==> src/rtl/cla_seq_adder_pkg.sv <==
// Package: cla_seq_adder_pkg
// Purpose: shared constants, FSM state type and sizing helper for the
//          multi-cycle carry-lookahead adder (cla_seq_adder) and its
//          16-bit combinational slice (cla16_slice).
// Contents:
//   SLICE_W     width of one carry-lookahead pass (16)
//   GROUP_W     width of one lookahead group (4)
//   state_e     FSM states ST_IDLE / ST_RUN / ST_DONE
//   cnt_width() pass-counter width, never less than 1 bit
package cla_seq_adder_pkg;

  localparam int SLICE_W = 16;
  localparam int GROUP_W = 4;

  typedef enum logic [1:0] {
    ST_IDLE = 2'd0,
    ST_RUN  = 2'd1,
    ST_DONE = 2'd2
  } state_e;

  // Counter width for n passes; a single-pass build still needs one bit.
  function automatic int cnt_width(input int n);
    if (n > 1) begin
      return $clog2(n);
    end else begin
      return 1;
    end
  endfunction

endpackage

==> src/rtl/cla_seq_adder_cla16_slice.sv <==
// Module: cla16_slice
// Purpose: combinational 16-bit carry-lookahead adder built from four 4-bit
//          group propagate/generate units and one 4-group lookahead
//          generator.
// Ports:
//   a   [15:0] in   operand A slice
//   b   [15:0] in   operand B slice
//   ci         in   carry into bit 0
//   s   [15:0] out  sum
//   c15        out  carry into bit 15 (for signed overflow)
//   c16        out  carry out of bit 15
module cla16_slice
  import cla_seq_adder_pkg::*;
(
  input  logic [SLICE_W-1:0] a,
  input  logic [SLICE_W-1:0] b,
  input  logic               ci,
  output logic [SLICE_W-1:0] s,
  output logic               c15,
  output logic               c16
);

  localparam int NGRP = SLICE_W / GROUP_W;

  logic [SLICE_W-1:0] w_p;
  logic [SLICE_W-1:0] w_g;
  logic [NGRP-1:0]    w_gp;
  logic [NGRP-1:0]    w_gg;
  logic [NGRP:0]      w_gc;
  logic [SLICE_W:0]   w_c;

  assign w_p = a ^ b;
  assign w_g = a & b;

  // Group propagate/generate for each 4-bit group.
  always_comb begin
    w_gp = '0;
    w_gg = '0;
    for (int i = 0; i < NGRP; i++) begin
      w_gp[i] = &w_p[GROUP_W*i +: GROUP_W];
      w_gg[i] = w_g[GROUP_W*i+3]
              | (w_p[GROUP_W*i+3] & w_g[GROUP_W*i+2])
              | (w_p[GROUP_W*i+3] & w_p[GROUP_W*i+2] & w_g[GROUP_W*i+1])
              | ((&w_p[GROUP_W*i+1 +: 3]) & w_g[GROUP_W*i]);
    end
  end

  // 4-group lookahead generator: every group carry-in straight from ci.
  always_comb begin
    w_gc[0] = ci;
    w_gc[1] = w_gg[0] | (w_gp[0] & ci);
    w_gc[2] = w_gg[1] | (w_gp[1] & w_gg[0]) | (w_gp[1] & w_gp[0] & ci);
    w_gc[3] = w_gg[2] | (w_gp[2] & w_gg[1]) | (w_gp[2] & w_gp[1] & w_gg[0])
            | (w_gp[2] & w_gp[1] & w_gp[0] & ci);
    w_gc[4] = w_gg[3] | (w_gp[3] & w_gg[2]) | (w_gp[3] & w_gp[2] & w_gg[1])
            | (w_gp[3] & w_gp[2] & w_gp[1] & w_gg[0])
            | (w_gp[3] & w_gp[2] & w_gp[1] & w_gp[0] & ci);
  end

  // Bit carries inside each group, seeded by the lookahead group carry.
  always_comb begin
    logic [SLICE_W:0] c;
    c = '0;
    for (int i = 0; i < NGRP; i++) begin
      c[GROUP_W*i] = w_gc[i];
      for (int j = 0; j < GROUP_W-1; j++) begin
        c[GROUP_W*i+j+1] = w_g[GROUP_W*i+j] | (w_p[GROUP_W*i+j] & c[GROUP_W*i+j]);
      end
    end
    c[SLICE_W] = w_gc[NGRP];
    w_c = c;
  end

  assign s   = w_p ^ w_c[SLICE_W-1:0];
  assign c15 = w_c[SLICE_W-1];
  assign c16 = w_c[SLICE_W];

endmodule

==> src/rtl/cla_seq_adder.sv <==
// Module: cla_seq_adder
// Purpose: WIDTH-bit adder that reuses one 16-bit carry-lookahead slice for
//          WIDTH/16 passes, carrying between passes through a register.
//          Valid/ready handshake on both sides; one add in flight.
// Optional feature: define CLA_SEQ_SUB_EN to add the 'sub' port (A-B).
// Ports:
//   clk, rst            clock, synchronous active-high reset
//   in_valid/in_ready   operand handshake (a, b, cin [, sub])
//   out_valid/out_ready result handshake (sum, cout, ovf)
//   sum, cout, ovf      result, carry out of MSB, signed overflow
module cla_seq_adder
  import cla_seq_adder_pkg::*;
#(
  parameter int WIDTH = 32
) (
  input  logic             clk,
  input  logic             rst,
  input  logic             in_valid,
  output logic             in_ready,
  input  logic [WIDTH-1:0] a,
  input  logic [WIDTH-1:0] b,
  input  logic             cin,
`ifdef CLA_SEQ_SUB_EN
  input  logic             sub,
`endif
  output logic             out_valid,
  input  logic             out_ready,
  output logic [WIDTH-1:0] sum,
  output logic             cout,
  output logic             ovf
);

  localparam int NSLICE = WIDTH / SLICE_W;
  localparam int CNT_W  = cnt_width(NSLICE);

  if ((WIDTH < SLICE_W) || ((WIDTH % SLICE_W) != 0)) begin : g_bad_width
    $error("cla_seq_adder: WIDTH must be a non-zero multiple of 16");
  end

  state_e             r_state;
  logic [WIDTH-1:0]   r_a_sh;
  logic [WIDTH-1:0]   r_b_sh;
  logic [WIDTH-1:0]   r_sum;
  logic               r_carry;
  logic [CNT_W-1:0]   r_cnt;
  logic               r_cout;
  logic               r_ovf;
  logic               r_in_ready;
  logic               r_out_valid;

  logic [SLICE_W-1:0] w_s;
  logic               w_c15;
  logic               w_c16;
  logic [WIDTH-1:0]   w_sum_nxt;
  logic [WIDTH-1:0]   w_b_cap;
  logic               w_carry_cap;

  cla16_slice u_slice (
    .a   (r_a_sh[SLICE_W-1:0]),
    .b   (r_b_sh[SLICE_W-1:0]),
    .ci  (r_carry),
    .s   (w_s),
    .c15 (w_c15),
    .c16 (w_c16)
  );

  // Sum shifts right one slice per pass; the fresh slice lands at the top.
  always_comb begin
    w_sum_nxt = r_sum >> SLICE_W;
    w_sum_nxt[WIDTH-1 -: SLICE_W] = w_s;
  end

  // Operand B and initial carry as captured at acceptance.
`ifdef CLA_SEQ_SUB_EN
  always_comb begin
    if (sub) begin
      w_b_cap     = ~b;
      w_carry_cap = 1'b1;
    end else begin
      w_b_cap     = b;
      w_carry_cap = cin;
    end
  end
`else
  always_comb begin
    w_b_cap     = b;
    w_carry_cap = cin;
  end
`endif

  // Sequencer FSM, datapath registers and handshake outputs.
  always_ff @(posedge clk) begin
    if (rst) begin
      r_state     <= ST_IDLE;
      r_a_sh      <= '0;
      r_b_sh      <= '0;
      r_sum       <= '0;
      r_carry     <= 1'b0;
      r_cnt       <= '0;
      r_cout      <= 1'b0;
      r_ovf       <= 1'b0;
      r_in_ready  <= 1'b1;
      r_out_valid <= 1'b0;
    end else begin
      case (r_state)
        ST_IDLE: begin
          if (in_valid) begin
            r_a_sh     <= a;
            r_b_sh     <= w_b_cap;
            r_carry    <= w_carry_cap;
            r_cnt      <= '0;
            r_in_ready <= 1'b0;
            r_state    <= ST_RUN;
          end
        end
        ST_RUN: begin
          r_sum   <= w_sum_nxt;
          r_a_sh  <= r_a_sh >> SLICE_W;
          r_b_sh  <= r_b_sh >> SLICE_W;
          r_carry <= w_c16;
          r_cnt   <= r_cnt + CNT_W'(1);
          if (r_cnt == CNT_W'(NSLICE-1)) begin
            r_cout      <= w_c16;
            r_ovf       <= w_c15 ^ w_c16;
            r_out_valid <= 1'b1;
            r_state     <= ST_DONE;
          end
        end
        ST_DONE: begin
          if (out_ready) begin
            r_out_valid <= 1'b0;
            r_in_ready  <= 1'b1;
            r_state     <= ST_IDLE;
          end
        end
        default: begin
          r_out_valid <= 1'b0;
          r_in_ready  <= 1'b1;
          r_state     <= ST_IDLE;
        end
      endcase
    end
  end

  assign in_ready  = r_in_ready;
  assign out_valid = r_out_valid;
  assign sum       = r_sum;
  assign cout      = r_cout;
  assign ovf       = r_ovf;

endmodule
==> config.mk <==
export PLATFORM = sky130hd
export DESIGN_NAME = cla_seq_adder
export DESIGN_NICKNAME = d
export VERILOG_FILES = /design/src/rtl/cla_seq_adder_pkg.sv /design/src/rtl/cla_seq_adder_cla16_slice.sv /design/src/rtl/cla_seq_adder.sv
export SDC_FILE = /design/constraint.sdc
export NUM_CORES = 1
export LEC_CHECK = 0
export ABC_CLOCK_PERIOD_IN_PS = 7150
export CORE_ASPECT_RATIO = 0.6
export CORE_UTILIZATION = 54
export DETAILED_ROUTE_END_ITERATION = 8
export PLACE_DENSITY = 0.85
export RECOVER_POWER = 50
export REMOVE_ABC_BUFFERS = 1
export SETUP_SLACK_MARGIN = 0.4
export SLEW_MARGIN = 20
export SYNTH_ARGS = -nofsm -noshare
export SYNTH_HDL_FRONTEND = slang
export SYNTH_SLANG_ARGS = --single-unit
==> constraint.sdc <==
create_clock -name clk -period 7.15 [get_ports clk]
set_clock_uncertainty 0.15 [all_clocks]
set_input_delay 1.0725 -clock clk [delete_from_list [all_inputs] [get_ports clk]]
set_output_delay 1.0725 -clock clk [all_outputs]
set_load 0.005 [all_outputs]
==> flow_metrics.env, run 1 <==
export IMPL_cts_tree="built"
export IMPL_dieArea_um2=9110
export IMPL_antenna_cells=0
export IMPL_drc=0
export IMPL_coreArea_um2=8160
export IMPL_setup_viol=0
export IMPL_synth_edf_count=0
export IMPL_avgSynthCellArea_um2=8.83
export IMPL_cpMaxStageDelayCell="dfxtp_1"
export IMPL_final_layout_size_suffix_gt1_share_pct=9.27
export IMPL_yosys_warnings=0
export IMPL_slew_limit_headroom_pct=-51.5
export IMPL_fin_crit_ns=4.22
export IMPL_cts_root_buf="clkbuf_16"
export IMPL_crit_family="simple AND/OR/NAND/NOR gates"
export IMPL_cp_cell_sequence="nor2_1 -> or2_0 -> or3_1 -> o21ai_0 -> a311oi_1"
export IMPL_first_pass_iters=4
export IMPL_slowest_delay_ns=1.68
export IMPL_cap_violations=2
export IMPL_max_freq_mhz=237
export IMPL_clk_latency_ns=0.35
export IMPL_wl_per_cell_um=15.5
export IMPL_area_delta_synth_final_pct=28.5
export IMPL_synth_yosys_seq_area_share_pct=44.2
export IMPL_numCtsBuffers=9
export IMPL_post_dp_hpwl_um=7490
export IMPL_clk_pin_slew_ns=0.07
export IMPL_hold_viol=0
export IMPL_status="finished, violations left"
export IMPL_leakage_nw=2.52
export IMPL_power_density_nw_per_um2=237
export IMPL_clock_sinks=104
export IMPL_path_max_fanout=71
export IMPL_crit_arrival_ns=4.26
export IMPL_synth_seq_cells=104
export IMPL_wl_um=11200
export IMPL_violations="max-capacitance violations, max-slew violations"
export IMPL_grtUsageTotal_pct=25.4
export IMPL_tightest_slew_ns=2.27
export IMPL_nNetsFinal=707
export IMPL_maxSlewViolCount=107
export IMPL_crit_path_end_kind="flip-flop"
export IMPL_dieWidth_um=123
export IMPL_crit_buf_inv=0
export IMPL_initial_core_util_pct=57.7
export IMPL_ys_async_sr_fraction_pct=0
export IMPL_hp_class="reg2reg"
export IMPL_grt_overflow=0
export IMPL_grt_pass1_vias=3551
export IMPL_synth_top_cells_by_area="dfxtp_1, o221a_2, a21oi_1, nor2_1, fa_1"
export IMPL_cts_setup_buffers=0
export IMPL_drt_vias_per_instance=5.50
export IMPL_ys_top_cells_by_count="dfxtp_1, nor2_1, a21oi_1"
export IMPL_synth_main_ff_cell="dfxtp_1"
export IMPL_yosys_area_top_type="dfxtp_1"
export IMPL_critPathRequiredTime_ns=7.19
export IMPL_first_iter_violations=254
export IMPL_io_pin_count=105
export IMPL_port_buffers=104
export IMPL_rsz0062_at_grt="no"
export IMPL_detail_route_antenna_nets=0
export IMPL_cts_max_path_buffers=2
export IMPL_grt_start_max_net_pins=73
export IMPL_synth_top_cell_area_share_pct=44.2
export IMPL_antenna_found_initial=0
export IMPL_final_util_pct=74.1
export IMPL_yosysMostFrequentCell="dfxtp_1"
export IMPL_syn_instance_count=533
export IMPL_vias=3975
export IMPL_postCtsResizedCells=0
export IMPL_cp_start_kind="flip-flop"
export IMPL_h_tree_depth=3
export IMPL_die_h_um=74.3
export IMPL_post_route_period_util_pct=59.1
export IMPL_rows=25
export IMPL_critical_path_class="reg2reg"
export IMPL_synth_distinct_cells=31
export IMPL_grt_pass1_wl_um=17500
export IMPL_hold_buffers=0
export IMPL_gp_congestion=0.858
export IMPL_whs_ns=0.303
export IMPL_tns_ns=0
export IMPL_synth_area_um2=4710
export IMPL_ir_drop_mv=0.136
-- cell families after synthesis --
family / share of synthesized area (%)
buf+inv: 4.65
fa+ha+maj: 9.35
simple gates: 17.6
xor+xnor: 0.744
flops: 44.2
compound gates: 23.4
-- power breakdown --
part	total [mW]	switching, mW	internal [mW]	leakage, nW
sequential	0.672	0.0463	0.625	0.854
clock	0.490	0.218	0.272	0.146
combinational	0.272	0.131	0.141	1.52
total	1.43	0.395	1.04	2.52
-- tightest hold or removal path: cells and delay by family, from the launching register on --
| family | cells | cell delay, ns |
|---|---|---|
| flops | 1 | 0.31 |
| simple gates | 1 | 0.05 |
| compound gates | 1 | 0.05 |
-- per-layer routing --
layer | wire [um] | vias to the layer above | track usage (%)
li1 | - | 2012 | -
met1 | 5270 | 1812 | 35.7
met2 | 4960 | 145 | 38.0
met3 | 934 | 6 | 7.59
met4 | 71 | 0 | 7.18
met5 | 0 | - | 0
-- state kept, by name (all words and copies together), names as in the netlist --
register	flops
cout	1
r_carry	1
r_b_sh	32
r_state	2
in_ready	1
ovf	1
r_cnt	1
r_a_sh	32
out_valid	1
sum	32
-- cells in the final DEF, fill, tap and decap left out, types with 9 or more instances in the layout --
cell type	instances
dfxtp_1	104
nor2b_1	34
nor2_1	76
dlygate4sd3_1	36
a21oi_1	67
ha_1	16
inv_1	12
clkdlybuf4s50_1	67
nand2_1	59
a22oi_1	32
o221a_2	32
clkbuf_16	9
fa_1	12
-- metrics by stage --
stage / area, um2 / worst slack (ns) / cells / power, mW
finish: 6050 / 2.93 / 723 / 1.43
detailed placement: 5760 / 3.49 / 707 / 0.958
CTS: 6060 / 3.65 / 723 / 1.44
floorplan: 4540 / 3.58 / 490 / 0.826
global placement: 5760 / 3.56 / 707 / 0.945
global route: 6050 / 2.63 / 723 / 1.50
-- area by class of cell --
cell class                 count  area, um2
clock buffer                   9        225
clock inverter                 7       70.1
fill                         571       2120
inverter                      13       48.8
multi-input combinational    373       2420
sequential                   104       2080
tap                          108        135
timing repair buffer         109       1070
-- worst paths after layout --
path	from	to	slack, ns	depth (start not counted)
max	r_state[0]$_SDFFE_PP0P_	r_carry$_SDFFE_PP0P_	2.93	5
min	sum[8]$_SDFFE_PP0P_	sum[8]$_SDFFE_PP0P_	0.30	2
max reg2reg	r_state[0]$_SDFFE_PP0P_	r_carry$_SDFFE_PP0P_	2.93	5
min reg2reg	sum[8]$_SDFFE_PP0P_	sum[8]$_SDFFE_PP0P_	0.30	2
Note: power is estimated with default switching activity, not from simulation.
==> run 2: changes to the inputs <==
--- a/config.mk
+++ b/config.mk
@@ -5,11 +5,11 @@
 export SDC_FILE = /design/constraint.sdc
 export NUM_CORES = 1
 export LEC_CHECK = 0
-export ABC_CLOCK_PERIOD_IN_PS = 7150
+export ABC_CLOCK_PERIOD_IN_PS = 4190
 export CORE_ASPECT_RATIO = 0.6
-export CORE_UTILIZATION = 54
+export CORE_UTILIZATION = 50
 export DETAILED_ROUTE_END_ITERATION = 8
-export PLACE_DENSITY = 0.85
+export PLACE_DENSITY = 0.79
 export RECOVER_POWER = 50
 export REMOVE_ABC_BUFFERS = 1
 export SETUP_SLACK_MARGIN = 0.4
==> constraint.sdc (replaced) <==
create_clock -name clk -period 4.19 [get_ports clk]
set_clock_uncertainty 0.15 [all_clocks]
set_input_delay 0.6285 -clock clk [delete_from_list [all_inputs] [get_ports clk]]
set_output_delay 0.6285 -clock clk [all_outputs]
set_load 0.005 [all_outputs]
==> flow_metrics.env, run 2 (synthesis gave the netlist of run 1 again) <==
export IMPL_status="finished, violations left"
export IMPL_violations="max-capacitance violations, max-slew violations"
export IMPL_area_delta_synth_final_pct=30.0
export IMPL_seqCellArea_um2=2080
export IMPL_drc=0
export IMPL_wl_um=11400
export IMPL_clk_pin_slew_ns=0.07
export IMPL_p_seq_share_pct=44.1
export IMPL_grtUsageTotal_pct=24.4
export IMPL_dieWidth_um=127
export IMPL_hold_viol=0
export IMPL_layout_common_cells="dfxtp_1, nor2_1, a21oi_1"
export IMPL_initial_core_util_pct=51.4
export IMPL_port_buffers=104
export IMPL_detail_route_antenna_nets=0
export IMPL_clock_sinks=104
export IMPL_cap_violations=2
export IMPL_grt_overflow=0
export IMPL_coreArea_um2=9160
export IMPL_p_clk_share_pct=37.2
export IMPL_tightest_slew_ns=1.55
export IMPL_power_switching_share_pct=26.3
export IMPL_setup_viol=0
export IMPL_first_pass_iters=4
export IMPL_crit_path_end_kind="flip-flop"
export IMPL_slew_limit_headroom_pct=-3.04
export IMPL_rsz0062_at_grt="no"
export IMPL_cp_start_kind="input port"
export IMPL_layout_commonest_cell="dfxtp_1"
export IMPL_first_iter_violations=314
export IMPL_power_internal_mw=1.89
export IMPL_crit_arrival_ns=3.72
export IMPL_power_density_nw_per_um2=419
export IMPL_whs_ns=0.302
export IMPL_h_tree_depth=3
export IMPL_post_route_period_util_pct=85.8
export IMPL_tns_ns=0
export IMPL_hp_class="reg2reg"
export IMPL_leakage_nw=2.54
export IMPL_fill_cells=748
export IMPL_nNetsFinal=709
export IMPL_maxSlewViolCount=34
export IMPL_grt_start_max_net_pins=72
export IMPL_critical_path_class="in2reg"
export IMPL_grt_pass1_wl_um=18700
export IMPL_die_h_um=77.2
export IMPL_postCtsResizedCells=0
export IMPL_final_layout_size_suffix_gt1_share_pct=9.40
export IMPL_ir_drop_mv=0.273
export IMPL_placed_cell_area_um2=5800
export IMPL_max_freq_mhz=278
export IMPL_grt_pass1_vias=3844
export IMPL_place_inst=731
export IMPL_vias=4082
export IMPL_critPathRequiredTime_ns=4.32
export IMPL_cts_root_buf="clkbuf_16"
export IMPL_dieArea_um2=9820
export IMPL_antenna_found_initial=0
export IMPL_rows=27
export IMPL_antenna_cells=0
export IMPL_drt_vias_per_instance=5.46
export IMPL_cts_tree="built"
export IMPL_clk_latency_ns=0.35
export IMPL_numCtsBuffers=9
export IMPL_switchingPower_mw=0.676
export IMPL_cts_max_path_buffers=2
export IMPL_wl_per_cell_um=15.2
export IMPL_cts_setup_buffers=0
export IMPL_finalInstanceArea_um2=6120
export IMPL_combPwrFrac_pct=18.7
export IMPL_hold_buffers=0
export IMPL_post_dp_hpwl_um=7970
export IMPL_fin_crit_ns=3.59
export IMPL_stdcell_count=747
export IMPL_multiInputGateArea_um2=2410
export IMPL_path_max_fanout=33
export IMPL_io_pin_count=105
export IMPL_gp_congestion=0.793
-- run 2: stage by stage --
| step | power (mW) | utilization (%) | setup slack [ns] |
|---|---|---|---|
| 4_1_cts | 2.58 | 67.0 | 0.687 |
| 5_1_grt | 2.68 | 66.9 | 0.385 |
| 2_1_floorplan | 1.41 | - | 0.621 |
| 3_3_place_gp | 1.62 | 63.3 | 0.875 |
| 3_5_place_dp | 1.64 | 63.3 | 0.713 |
| 6_report | 2.56 | 66.9 | 0.596 |
-- run 2: layout make-up --
| cell class | instances | share of cell area (%) |
|---|---|---|
| repair buffers | 111 | 17.6 |
| clock inverters | 6 | 1.76 |
| inverters | 13 | 0.797 |
| flip-flops and latches | 104 | 34.0 |
| clock buffers | 10 | 3.74 |
| well taps | 130 | 2.66 |
| multi-input cells | 373 | 39.4 |
-- run 2: final timing paths --
path | endpoint | start | cells past startpoint | slack, ns
max reg2reg | ovf$_SDFFE_PP0P_ | r_a_sh[2]$_SDFFE_PP0P_ | 12 | 0.66
min reg2reg | sum[0]$_SDFFE_PP0P_ | sum[0]$_SDFFE_PP0P_ | 2 | 0.30
max | r_b_sh[18]$_SDFFE_PP0P_ | in_valid | 7 | 0.60
min | sum[0]$_SDFFE_PP0P_ | sum[0]$_SDFFE_PP0P_ | 2 | 0.30
-- run 2: power groups by stage --
stage          Clock [mW]  Sequential [mW]  Combinational, mW
2_1_floorplan           0             1.15              0.260
4_1_cts             0.962             1.13              0.488
3_5_place_dp            0             1.15              0.485
3_3_place_gp            0             1.15              0.470
6_report            0.954             1.13              0.479
5_1_grt              1.01             1.14              0.534
-- run 2: worst max-delay path: stages --
cell and delay [ns]:
dlygate4sd3_1 0.64, clkbuf_1 1.15, nand2b_1 0.23, nor2_2 0.13, clkbuf_2 0.58, a22oi_1 0.17, nor2_1 0.15
-- run 2: metal layers --
| layer | vias to the layer above | track usage (%) | part of all wire, % |
|---|---|---|---|
| li1 | 2021 | - | - |
| met1 | 1900 | 34.6 | 49 |
| met2 | 147 | 36.4 | 43 |
| met3 | 14 | 5.72 | 6.8 |
| met4 | 0 | 7.98 | 1.0 |
| met5 | - | 0 | 0 |
